File: src/rtl/display_pkg.sv
// rtl/display_pkg.sv - page/warn encodings, FSM states and alert priority helper
package display_pkg;

  localparam logic [1:0] PAGE_DRIVE = 2'd0;
  localparam logic [1:0] PAGE_OBD   = 2'd1;
  localparam logic [1:0] PAGE_WARN  = 2'd2;

  localparam logic [3:0] WARN_NONE     = 4'd0;
  localparam logic [3:0] WARN_OVERHEAT = 4'd1;
  localparam logic [3:0] WARN_OVERREV  = 4'd2;
  localparam logic [3:0] WARN_LOWFUEL  = 4'd3;

  typedef enum logic {
    ST_USER = 1'b0,
    ST_WARN = 1'b1
  } state_t;

  // Alert index 0=overheat, 1=over-rev, 2=low fuel; lower index wins.
  function automatic logic [1:0] top_alert(input logic [2:0] p);
    if (p[0])      return 2'd0;
    else if (p[1]) return 2'd1;
    else           return 2'd2;
  endfunction

endpackage

File: src/rtl/display_page_sched_if.sv
// rtl/display_page_sched_if.sv - vehicle-state inputs and display-unit outputs
interface display_page_sched_if;
  logic        tick_100ms;
  logic        mode_btn;
  logic [13:0] rpm;
  logic [7:0]  fuel;
  logic [7:0]  temp;
  logic [1:0]  page_sel;
  logic [3:0]  warn_code;
  logic        blank;
  logic        page_changed;

  modport master (
    output tick_100ms, mode_btn, rpm, fuel, temp,
    input  page_sel, warn_code, blank, page_changed
  );

  modport slave (
    input  tick_100ms, mode_btn, rpm, fuel, temp,
    output page_sel, warn_code, blank, page_changed
  );
endinterface

File: src/rtl/alert_hyst.sv
// rtl/alert_hyst.sv - registered threshold flag with hysteresis and rising-edge output
module alert_hyst #(
  parameter int WIDTH       = 8,
  parameter int SET_TH      = 0,
  parameter int CLR_TH      = 0,
  parameter bit ACTIVE_HIGH = 1'b1
) (
  input  logic             clk,
  input  logic             rst,
  input  logic [WIDTH-1:0] value,
  output logic             flag_next,
  output logic             rise
);

  logic flag;
  logic set_c;
  logic clr_c;

  // ACTIVE_HIGH: alert when value is high; otherwise alert when value is low.
  generate
    if (ACTIVE_HIGH) begin : g_high
      assign set_c = (value >= WIDTH'(SET_TH));
      assign clr_c = (value <  WIDTH'(CLR_TH));
    end else begin : g_low
      assign set_c = (value <  WIDTH'(SET_TH));
      assign clr_c = (value >= WIDTH'(CLR_TH));
    end
  endgenerate

  assign flag_next = flag ? ~clr_c : set_c;
  assign rise      = flag_next & ~flag;

  always_ff @(posedge clk or posedge rst) begin
    if (rst) flag <= 1'b0;
    else     flag <= flag_next;
  end

endmodule

File: src/rtl/display_page_sched.sv
// rtl/display_page_sched.sv - dashboard page sequencer with prioritised blinking warnings
module display_page_sched
  import display_pkg::*;
#(
  parameter int FUEL_LOW   = 10,
  parameter int FUEL_HYST  = 3,
  parameter int TEMP_HIGH  = 110,
  parameter int TEMP_HYST  = 5,
  parameter int RPM_RED    = 6500,
  parameter int RPM_HYST   = 300,
  parameter int WARN_HOLD  = 30,
  parameter int BLINK_HALF = 5,
  parameter int REMIND     = 300
) (
  input  logic               clk,
  input  logic               rst,
  display_page_sched_if.slave bus
);

  logic [2:0] flag_n;
  logic [2:0] rise;

  alert_hyst #(.WIDTH(8), .SET_TH(TEMP_HIGH), .CLR_TH(TEMP_HIGH - TEMP_HYST), .ACTIVE_HIGH(1'b1))
    u_overheat (.clk(clk), .rst(rst), .value(bus.temp), .flag_next(flag_n[0]), .rise(rise[0]));

  alert_hyst #(.WIDTH(14), .SET_TH(RPM_RED), .CLR_TH(RPM_RED - RPM_HYST), .ACTIVE_HIGH(1'b1))
    u_overrev (.clk(clk), .rst(rst), .value(bus.rpm), .flag_next(flag_n[1]), .rise(rise[1]));

  alert_hyst #(.WIDTH(8), .SET_TH(FUEL_LOW), .CLR_TH(FUEL_LOW + FUEL_HYST), .ACTIVE_HIGH(1'b0))
    u_lowfuel (.clk(clk), .rst(rst), .value(bus.fuel), .flag_next(flag_n[2]), .rise(rise[2]));

  state_t      state_q, state_n;
  logic        user_page_q, user_page_n;
  logic [1:0]  shown_q, shown_n;
  logic [2:0]  pending_q, pending_n;
  logic [2:0]  ack_q, ack_n;
  logic [15:0] warn_timer_q, warn_timer_n;
  logic [15:0] blink_q, blink_n;
  logic [15:0] remind_q, remind_n;
  logic        blank_q, blank_n;
  logic        btn_q;
  logic [1:0]  page_sel_q, page_sel_n;
  logic [3:0]  warn_code_q, warn_code_n;
  logic        page_changed_q, page_changed_n;

  logic       press;
  logic       done;
  logic       exit_warn;
  logic [2:0] active;

  always_ff @(posedge clk or posedge rst) begin
    if (rst) begin
      state_q        <= ST_USER;
      user_page_q    <= 1'b0;
      shown_q        <= 2'd0;
      pending_q      <= 3'b000;
      ack_q          <= 3'b000;
      warn_timer_q   <= 16'd0;
      blink_q        <= 16'd0;
      remind_q       <= 16'd0;
      blank_q        <= 1'b0;
      btn_q          <= 1'b0;
      page_sel_q     <= PAGE_DRIVE;
      warn_code_q    <= WARN_NONE;
      page_changed_q <= 1'b0;
    end else begin
      state_q        <= state_n;
      user_page_q    <= user_page_n;
      shown_q        <= shown_n;
      pending_q      <= pending_n;
      ack_q          <= ack_n;
      warn_timer_q   <= warn_timer_n;
      blink_q        <= blink_n;
      remind_q       <= remind_n;
      blank_q        <= blank_n;
      btn_q          <= bus.mode_btn;
      page_sel_q     <= page_sel_n;
      warn_code_q    <= warn_code_n;
      page_changed_q <= page_changed_n;
    end
  end

  always_comb begin
    state_n      = state_q;
    user_page_n  = user_page_q;
    shown_n      = shown_q;
    warn_timer_n = warn_timer_q;
    blink_n      = blink_q;
    remind_n     = remind_q;
    blank_n      = blank_q;
    done         = 1'b0;
    exit_warn    = 1'b0;
    press        = bus.mode_btn & ~btn_q;

    // Ack survives only while its alert stays active.
    ack_n     = ack_q & flag_n;
    pending_n = pending_q | (rise & ~ack_n);

    if (state_q == ST_WARN) begin
      done = bus.tick_100ms && (warn_timer_q == 16'(WARN_HOLD - 1));
      if (press) ack_n[shown_q] = flag_n[shown_q];
      if (done || press || !flag_n[shown_q]) begin
        pending_n[shown_q] = 1'b0;
        exit_warn          = 1'b1;
      end
    end else if (press) begin
      user_page_n = ~user_page_q;
    end

    active = flag_n & ~ack_n;
    if (active == 3'b000) begin
      remind_n = 16'd0;
    end else if (bus.tick_100ms) begin
      if (remind_q >= 16'(REMIND - 1)) begin
        remind_n  = 16'd0;
        pending_n = pending_n | active;
      end else begin
        remind_n = remind_q + 16'd1;
      end
    end

    // Showing restarts on entry, after an exit, or on preemption.
    if (pending_n != 3'b000) begin
      state_n = ST_WARN;
      shown_n = top_alert(pending_n);
      if (state_q == ST_USER || exit_warn || shown_n != shown_q) begin
        warn_timer_n = 16'd0;
        blink_n      = 16'd0;
        blank_n      = 1'b0;
      end else if (bus.tick_100ms) begin
        if (warn_timer_q != 16'hffff) warn_timer_n = warn_timer_q + 16'd1;
        if (blink_q >= 16'(BLINK_HALF - 1)) begin
          blink_n = 16'd0;
          blank_n = ~blank_q;
        end else begin
          blink_n = blink_q + 16'd1;
        end
      end
    end else begin
      state_n      = ST_USER;
      warn_timer_n = 16'd0;
      blink_n      = 16'd0;
      blank_n      = 1'b0;
    end

    if (state_n == ST_WARN) begin
      page_sel_n  = PAGE_WARN;
      warn_code_n = {2'b00, shown_n} + 4'd1;
    end else begin
      page_sel_n  = user_page_n ? PAGE_OBD : PAGE_DRIVE;
      warn_code_n = WARN_NONE;
    end
    page_changed_n = (page_sel_n != page_sel_q);
  end

  assign bus.page_sel     = page_sel_q;
  assign bus.warn_code    = warn_code_q;
  assign bus.blank        = blank_q;
  assign bus.page_changed = page_changed_q;

endmodule

File: src/flat_wrapper.sv
// flat-port wrapper written by rule: the top's interface ports become plain ports
module display_page_sched_flat import display_pkg::*;
#(
  parameter int FUEL_LOW   = 10,
  parameter int FUEL_HYST  = 3,
  parameter int TEMP_HIGH  = 110,
  parameter int TEMP_HYST  = 5,
  parameter int RPM_RED    = 6500,
  parameter int RPM_HYST   = 300,
  parameter int WARN_HOLD  = 30,
  parameter int BLINK_HALF = 5,
  parameter int REMIND     = 300
)
  (clk, rst, bus_tick_100ms, bus_mode_btn, bus_rpm, bus_fuel, bus_temp, bus_page_sel, bus_warn_code, bus_blank, bus_page_changed);
  display_page_sched_if bus_i ();
  input  logic clk;
  input  logic rst;
  input wire logic [$bits(bus_i.tick_100ms)-1:0] bus_tick_100ms;
  input wire logic [$bits(bus_i.mode_btn)-1:0] bus_mode_btn;
  input wire logic [$bits(bus_i.rpm)-1:0] bus_rpm;
  input wire logic [$bits(bus_i.fuel)-1:0] bus_fuel;
  input wire logic [$bits(bus_i.temp)-1:0] bus_temp;
  output wire logic [$bits(bus_i.page_sel)-1:0] bus_page_sel;
  output wire logic [$bits(bus_i.warn_code)-1:0] bus_warn_code;
  output wire logic [$bits(bus_i.blank)-1:0] bus_blank;
  output wire logic [$bits(bus_i.page_changed)-1:0] bus_page_changed;
  assign bus_i.tick_100ms = bus_tick_100ms;
  assign bus_i.mode_btn = bus_mode_btn;
  assign bus_i.rpm = bus_rpm;
  assign bus_i.fuel = bus_fuel;
  assign bus_i.temp = bus_temp;
  assign bus_page_sel = bus_i.page_sel;
  assign bus_warn_code = bus_i.warn_code;
  assign bus_blank = bus_i.blank;
  assign bus_page_changed = bus_i.page_changed;
  display_page_sched #(.FUEL_LOW(FUEL_LOW), .FUEL_HYST(FUEL_HYST), .TEMP_HIGH(TEMP_HIGH), .TEMP_HYST(TEMP_HYST), .RPM_RED(RPM_RED), .RPM_HYST(RPM_HYST), .WARN_HOLD(WARN_HOLD), .BLINK_HALF(BLINK_HALF), .REMIND(REMIND)) u_core (.clk(clk), .rst(rst), .bus(bus_i));
endmodule
File: config.mk
export PLATFORM = sky130hd
export DESIGN_NAME = display_page_sched_flat
export DESIGN_NICKNAME = d
export VERILOG_FILES = /design/src/rtl/display_pkg.sv /design/src/rtl/display_page_sched_if.sv /design/src/rtl/alert_hyst.sv /design/src/rtl/display_page_sched.sv /design/src/flat_wrapper.sv
export SDC_FILE = /design/constraint.sdc
export NUM_CORES = 1
export LEC_CHECK = 0
export ABC_AREA = 1
export CORE_AREA = 5 5 131 133
export DETAILED_ROUTE_END_ITERATION = 10
export DIE_AREA = 0 0 136 138
export DONT_BUFFER_PORTS = 1
export PLACE_DENSITY = 0.44
export SLEW_MARGIN = 30
export SYNTH_ARGS = -nofsm -noshare
export SYNTH_HDL_FRONTEND = slang
export SYNTH_SLANG_ARGS = --single-unit
File: constraint.sdc
create_clock -name clk -period 4 [get_ports clk]
set_clock_uncertainty 0.05 [all_clocks]
set_input_delay 0.4 -clock clk [delete_from_list [all_inputs] [get_ports clk]]
set_output_delay 0.4 -clock clk [all_outputs]
set_load 0.02 [all_outputs]
Yosys cells after proc, flatten, opt, wreduce, memory -nomap -nowiden. Index checks and enable logic that the tools add are counted.

Flip-flop bits (word level): 70. Input bits: 34. Logic and storage cells: 114.

$add $sub $neg: 4. $lt $le $gt $ge: 10. Equal/unequal tests: 7. Multiplexer cells: 42. Bitwise gates (word level): 23. Reduce and logical (&&, ||, !) cells: 12.

Operators with widths (number): 16-bit 2-to-1 mux (11); 16-bit by 1-bit adder with 16-bit output, second input constant (3); 3-bit 2-to-1 mux (7); 16-bit by 5-bit == test with 1-bit output, second input constant (1); 16-bit by 3-bit >= comparator with 1-bit output, second input constant (1); 16-bit by 9-bit >= comparator with 1-bit output, second input constant (1); 16-bit inequality test, second input constant (1); 1-bit 2-to-1 mux (15); 14-bit by 13-bit >= comparator with 1-bit output, second input constant (1); 14-bit by 13-bit less-than comparator with 1-bit output, second input constant (1); 3-bit AND (4); 2-bit 2-to-1 mux (5); 1-bit NOT (10); 3-bit inequality test, second input constant (3); 3-bit NOT (3); 8-bit by 4-bit >= comparator with 1-bit output, second input constant (1); 8-bit by 7-bit >= comparator with 1-bit output, second input constant (1); 8-bit by 4-bit less-than comparator with 1-bit output, second input constant (1); 8-bit by 7-bit less-than comparator with 1-bit output, second input constant (1); 3-bit OR (2); 1-bit AND (4); 1-bit logical OR (4); 4-bit 2-to-1 mux (1); 2-bit inequality test (2); 12 further kinds (14).

Logic depth before layout (Yosys ltp).
Word-level depth: 21. Gate-level depth with buffers: 21.

Modules after synthesis. From an unflattened synthesis, not the netlist that was laid out.

Cell total of the unflattened synthesis: 482. Area total of the unflattened synthesis: 3703.6 um^2.

Modules (own cells, without submodules): display_page_sched (times used 1, cells each 409, area an instance 3339.5 um^2, seq. area each 1626.6 um^2); alert_hyst (u_core.u_overrev) (times used 1, cells each 30, area an instance 146.4 um^2, seq. area each 25.0 um^2); alert_hyst (u_core.u_overheat) (times used 1, cells each 24, area an instance 121.4 um^2, seq. area each 25.0 um^2); alert_hyst (u_core.u_lowfuel) (times used 1, cells each 19, area an instance 96.3 um^2, seq. area each 25.0 um^2).

Least setup slack after synthesis. Ideal clock, no wire load.

Kind: flip-flop to flip-flop. Start: reg u_core.remind_q[0]. End: reg u_core.warn_code_q[1], in the netlist u_core.bus.warn_code[1]. Library setup time: 0.120 ns. Arrival time: 2.265 ns. Path slack: 1.565 ns. Cell stages (with the launch flop): 17. Path buffers: 1. Clock period less this slack: 2.435 ns. Cells stage by stage: dfrtp_1 -> ha_1 -> nor2_1 -> nor3_1 -> o21ai_0 -> nand3_1 -> nand2_1 -> inv_1 -> nand2_1 -> nand2_4 -> nor2_4 -> nand2_4 -> buf_2 -> o21ai_0 -> ha_1 -> inv_1 -> nor2_1.

Elaborated cells between the ends (all ways): 12. Classes of those cells: 1 x add/sub; 1 x order compare; 9 x mux; 1 x reduce/logical.

RTL lines: start: declaration (line display_page_sched.sv:39) `logic [15:0] remind_q, remind_n;`; start signal: assignment (line display_page_sched.sv:74) `remind_q <= remind_n;`; 16-bit by 9-bit >= comparator with 1-bit output * (line display_page_sched.sv:114) `if (remind_q >= 16'(REMIND - 1)) begin`; 3-bit 2-to-1 mux * (line display_page_sched.sv:114); 3-bit 2-to-1 mux * (line display_page_sched.sv:113) `end else if (bus.tick_100ms) begin`; 3-bit 2-to-1 mux * (line display_page_sched.sv:111) `if (active == 3'b000) begin`; via u_core.pending_n[0] (line display_page_sched.sv:35) `logic [2:0] pending_q, pending_n;`; 2-bit 2-to-1 mux (line display_pkg.sv:20) `if (p[0]) return 2'd0;`; 2-bit 2-to-1 mux (line display_page_sched.sv:123) `if (pending_n != 3'b000) begin`; 2-bit 2-to-1 mux * (line display_page_sched.sv:123); via u_core.shown_n[0] (line display_page_sched.sv:34) `logic [1:0] shown_q, shown_n;`; 2-bit by 1-bit adder with 3-bit output * (line display_page_sched.sv:148) `warn_code_n = {2'b00, shown_n} + 4'd1;`; 4-bit 2-to-1 mux * (line display_page_sched.sv:146) `if (state_n == ST_WARN) begin`; via u_core.warn_code_n[1] (line display_page_sched.sv:43) `logic [3:0] warn_code_q, warn_code_n;`; end signal: assignment (line display_page_sched.sv:78) `warn_code_q <= warn_code_n;`; end: declaration (line display_page_sched.sv:43).

The timed path passes the listed nets; every way through them passes the cells marked *. The select of a mux whose other input is x is not followed. A chain may end at the register's enable or synchronous reset.

Final worst setup path.
Start: reg u_core.remind_q[0]. End: reg u_core.blink_q[14].

Elaborated cells between the ends (all ways): 13. Classes of those cells: 1 x order compare; 2 x eq/ne; 8 x mux; 2 x reduce/logical.

RTL lines: 16-bit by 9-bit >= comparator with 1-bit output * (line display_page_sched.sv:114); 3-bit 2-to-1 mux * (line display_page_sched.sv:114); 3-bit 2-to-1 mux * (line display_page_sched.sv:113); 3-bit 2-to-1 mux * (line display_page_sched.sv:111); via u_core.pending_n[0] (line display_page_sched.sv:35); 2-bit 2-to-1 mux (line display_pkg.sv:20); 2-bit 2-to-1 mux (line display_page_sched.sv:123); 2-bit inequality test (line display_page_sched.sv:126) `if (state_q == ST_USER || exit_warn || shown_n != shown_q) begin`; 1-bit logical OR (line display_page_sched.sv:126); 16-bit 2-to-1 mux (line display_page_sched.sv:126); 16-bit 2-to-1 mux (line display_page_sched.sv:123); end signal: assignment (line display_page_sched.sv:73) `blink_q <= blink_n;`; end: declaration (line display_page_sched.sv:38) `logic [15:0] blink_q, blink_n;`.

Marks and branches as above.

==> key figures <==
Run status
  • Status: finished, final reports clean

Die
  • Core Rows: 46
  • # IOs: between 40 and 50
  • Die area: about 19000 um2
  • Die width: about 140 um
  • Core ar.: 15710 um2
  • Initial Util: roughly 25%
  • Die height: 138 um

Setup path
  • CP endpoint kind: flip-flop
  • Crit-path max FO: 17
  • WS Path Type: reg2reg
  • R2r setup slk: between 1000 and 1500 ps
  • Reg2reg start: u_core.remind_q[0]
  • RR Endpoint: u_core.blink_q[14]
  • Crit-path slowest cell: dfrtp_1
  • Critical Path Start Type: flip-flop
  • FF-to-FF path depth: 15
  • Crit path required time: 4140 ps
  • Crit path cell chain: ha_1 > nor2_1 > nor3_1 > o21ai_0 > nand3_1 > nand2_1 > inv_1 > nand2_1 > nand2_4 > nor2_4 > nand2_4 > nand2_2 > nor2_4 > inv_2 > nor2_1
  • Max incr delay on CP: around 400 ps
  • Crit path DAT: slightly below 3000 ps

STA
  • Slew Limit Fails: 0
  • Max Fclk: approximately 0.36 GHz
  • Final min period: 2791 ps
  • Setup TNS: 0 ps
  • Final hold vios: 0
  • Slack of the critical path: approximately 1200 ps
  • Worst-Margin Slew: a little under 600 ps
  • Fin crit share: between 60% and 70%
  • RSZ-0062 raised after global routing: false
  • Final setup violating endpoints: 0
  • Relative slew slack: between 60% and 70%

Clock tree
  • Worst-case clock buffer depth: 2
  • Post-cts resize count: 0
  • H-tree depth: 3
  • Post-CTS Setup Bufs: 0
  • CTS tree: done
  • CTS Hold Buffers Added: 1
  • Clock latency on the worst-skew pair: approximately 320 ps
  • CTS Buf Count: 9
  • Clk root buf: clkbuf_16
  • Clock sinks: slightly below 70
  • Worst-path clk slew: 50 ps

Worst hold path
  • Hold path start: bus_mode_btn
  • Worst Hold Endpoint: u_core.btn_q
  • HP Class: in2reg
  • Hold Path Depth: 0

Routing
  • Via-per-instance ratio: roughly 4.2
  • DRC: 0
  • Total iterations of the first detailed-routing run: 4
  • DR WL/cell: 11.48 um
  • Routed Antenna Nets: 0
  • Vias post-DR: around 3k
  • Final WL: around 8000 um
  • Starting DRC count in detailed routing: about 130

Logic synthesis
  • Post-synth top flop: dfrtp_1
  • Asr flop ratio synth: 100.0%
  • Synth Area per Inst: 7.894 um2
  • Seq cells post-synth: 68
  • Synth warnings: 0
  • Seq/Total Area, Yosys: ~44%
  • Synth top area cells: dfrtp_1 (44%), nand2_1 (10%), inv_1 (8.6%)
  • Synth Instances: 489
  • Syn Std Cell Area: around 3900 um2
  • Syn_nets: around 530
  • Synth top area share: around 44%
  • Netlist cell types: 41
  • Dominant cell type by area after synthesis: dfrtp_1
  • Number of synthesized flops with an enable pin: 0

Layout
  • Nets: roughly 530
  • Number of diodes: 0
  • Final Util: roughly 28%
  • Fill cells: roughly 1.7k
  • Area Overhead vs Synth: 13.03%
  • Share of layout cells above drive strength 1: between 10% and 20%

Power
  • P_leak: 0.002087 uW
  • PwrDens: approximately 540 nW/um2
  • Max VDD drop: between 0.2 and 0.25 mV

Placed design
  • Final HPWL DP: a little under 6000 um
  • DP Worst Slack: 1153 ps
  • Placer Congestion: between 0.8 and 0.9
  • PortBufs: 0

Global routing
  • Gr ovfl total: 0
  • Initial antenna violation count: 0
  • Largest net degree at the start of global routing: 47
  • First-pass GRT wire length: about 14000 um
  • Vias in the first global route: slightly below 3k
  • Global-route usage over all layers: under 10%

Run
  • Max cap viols: 0
cells in the mapped netlist, drive strengths merged, types with 3 or more instances:
cell,instances
dfrtp,68
xor2,4
nor4,8
nand4,13
nor3,10
a21oi,13
inv,94
o21bai,4
o311ai,3
o211ai,3
or2,4
o21ai,23
nand2,118
buf,8
a31oi,3
nand3,37
ha,6
nor2,63
routing by layer:
metal  track usage [%]  vias up  routed length (um)
met5                 0        -                   0
met4             4.085        0                 127
met3             2.032       10                 372
met2             14.50       55                3815
met1             11.83     1378                3868
li1                  -     1548                   -
how the worst max path moves through the flow:
stage	start	endpoint	slack, ps	cells past startpoint
after floorplan	u_core.remind_q[0]	u_core.bus.warn_code[1]	1570	16
after global placement	u_core.remind_q[0]	u_core.blink_q[13]	1210	15
after CTS	u_core.remind_q[0]	u_core.blink_q[14]	1140	15
after detailed placement	u_core.remind_q[0]	u_core.blink_q[14]	1150	15
after global routing	u_core.remind_q[0]	u_core.blink_q[14]	890	15
final	u_core.remind_q[0]	u_core.blink_q[14]	1210	15
through the flow:
stage / hold WS [ps] / std cells / cell area [um2] / total power [uW]
2_1_floorplan: 381.4 / 489 / 3860 / 1487
3_3_place_gp: 381.5 / 697 / 4065 / 1625
3_5_place_dp: 350.2 / 697 / 4068 / 1627
4_1_cts: 39.10 / 713 / 4363 / 2423
5_1_grt: 32.64 / 713 / 4363 / 2548
6_report: 52.27 / 713 / 4363 / 2369
power by group:
part	total (uW)	internal, uW	switching [uW]
registers	870	779	91.1
clock network	767	495	272
logic	732	204	528
total	2370	1480	891
cells by family after synthesis:
| family | after synthesis | synth area share (%) |
|---|---|---|
| simple gates | 254 | 32.74 |
| compound gates | 52 | 8.979 |
| other cells | 1 | 0.09715 |
| buf+inv | 103 | 11.02 |
| flops | 68 | 44.08 |
| xor+xnor | 5 | 1.134 |
| fa+ha+maj | 6 | 1.945 |
flip-flops by register name, summed over array words and instances (netlist names):
name and flops:
u_core.user_page_q 1, u_core.pending_q 3, u_core.blink_q 16, u_core.bus.page_changed 1, u_core.bus.page_sel 2, u_core.u_lowfuel.flag 1
u_core.u_overheat.flag 1, u_core.remind_q 16, u_core.ack_q 3, u_core.btn_q 1, u_core.u_overrev.flag 1, u_core.bus.blank 1
u_core.warn_timer_q 16, u_core.bus.warn_code 3, u_core.shown_q 2
layout make-up:
type	count	area, um2	share of cell area, %
clock buffers	13	250.2	5.736
clock inverters	2	35.03	0.8030
inverters	94	355.3	8.145
multi-input cells	318	1733	39.72
flip-flops and latches	68	1702	39.00
well taps	216	270.3	6.194
repair buffers	2	17.52	0.4015
placed cells by master (no fill, tap or decap), drive strengths merged, types with 3 or more instances in the layout:
master / instances
nor4: 8
ha: 6
nor3: 10
o211ai: 3
o21ai: 23
dfrtp: 68
a31oi: 3
nand2: 118
a21oi: 13
nor2: 63
o311ai: 3
xor2: 4
clkbuf: 13
nand3: 37
o21bai: 4
or2: 4
inv: 94
nand4: 13
critical path, delay by kind of cell (launching register included):
kind | cells | cell delay, ps
compound gates | 1 | 160
fa+ha+maj | 1 | 220
buf+inv | 2 | 470
flops | 1 | 400
simple gates | 11 | 1360
Power figures use the tool's default switching activity.
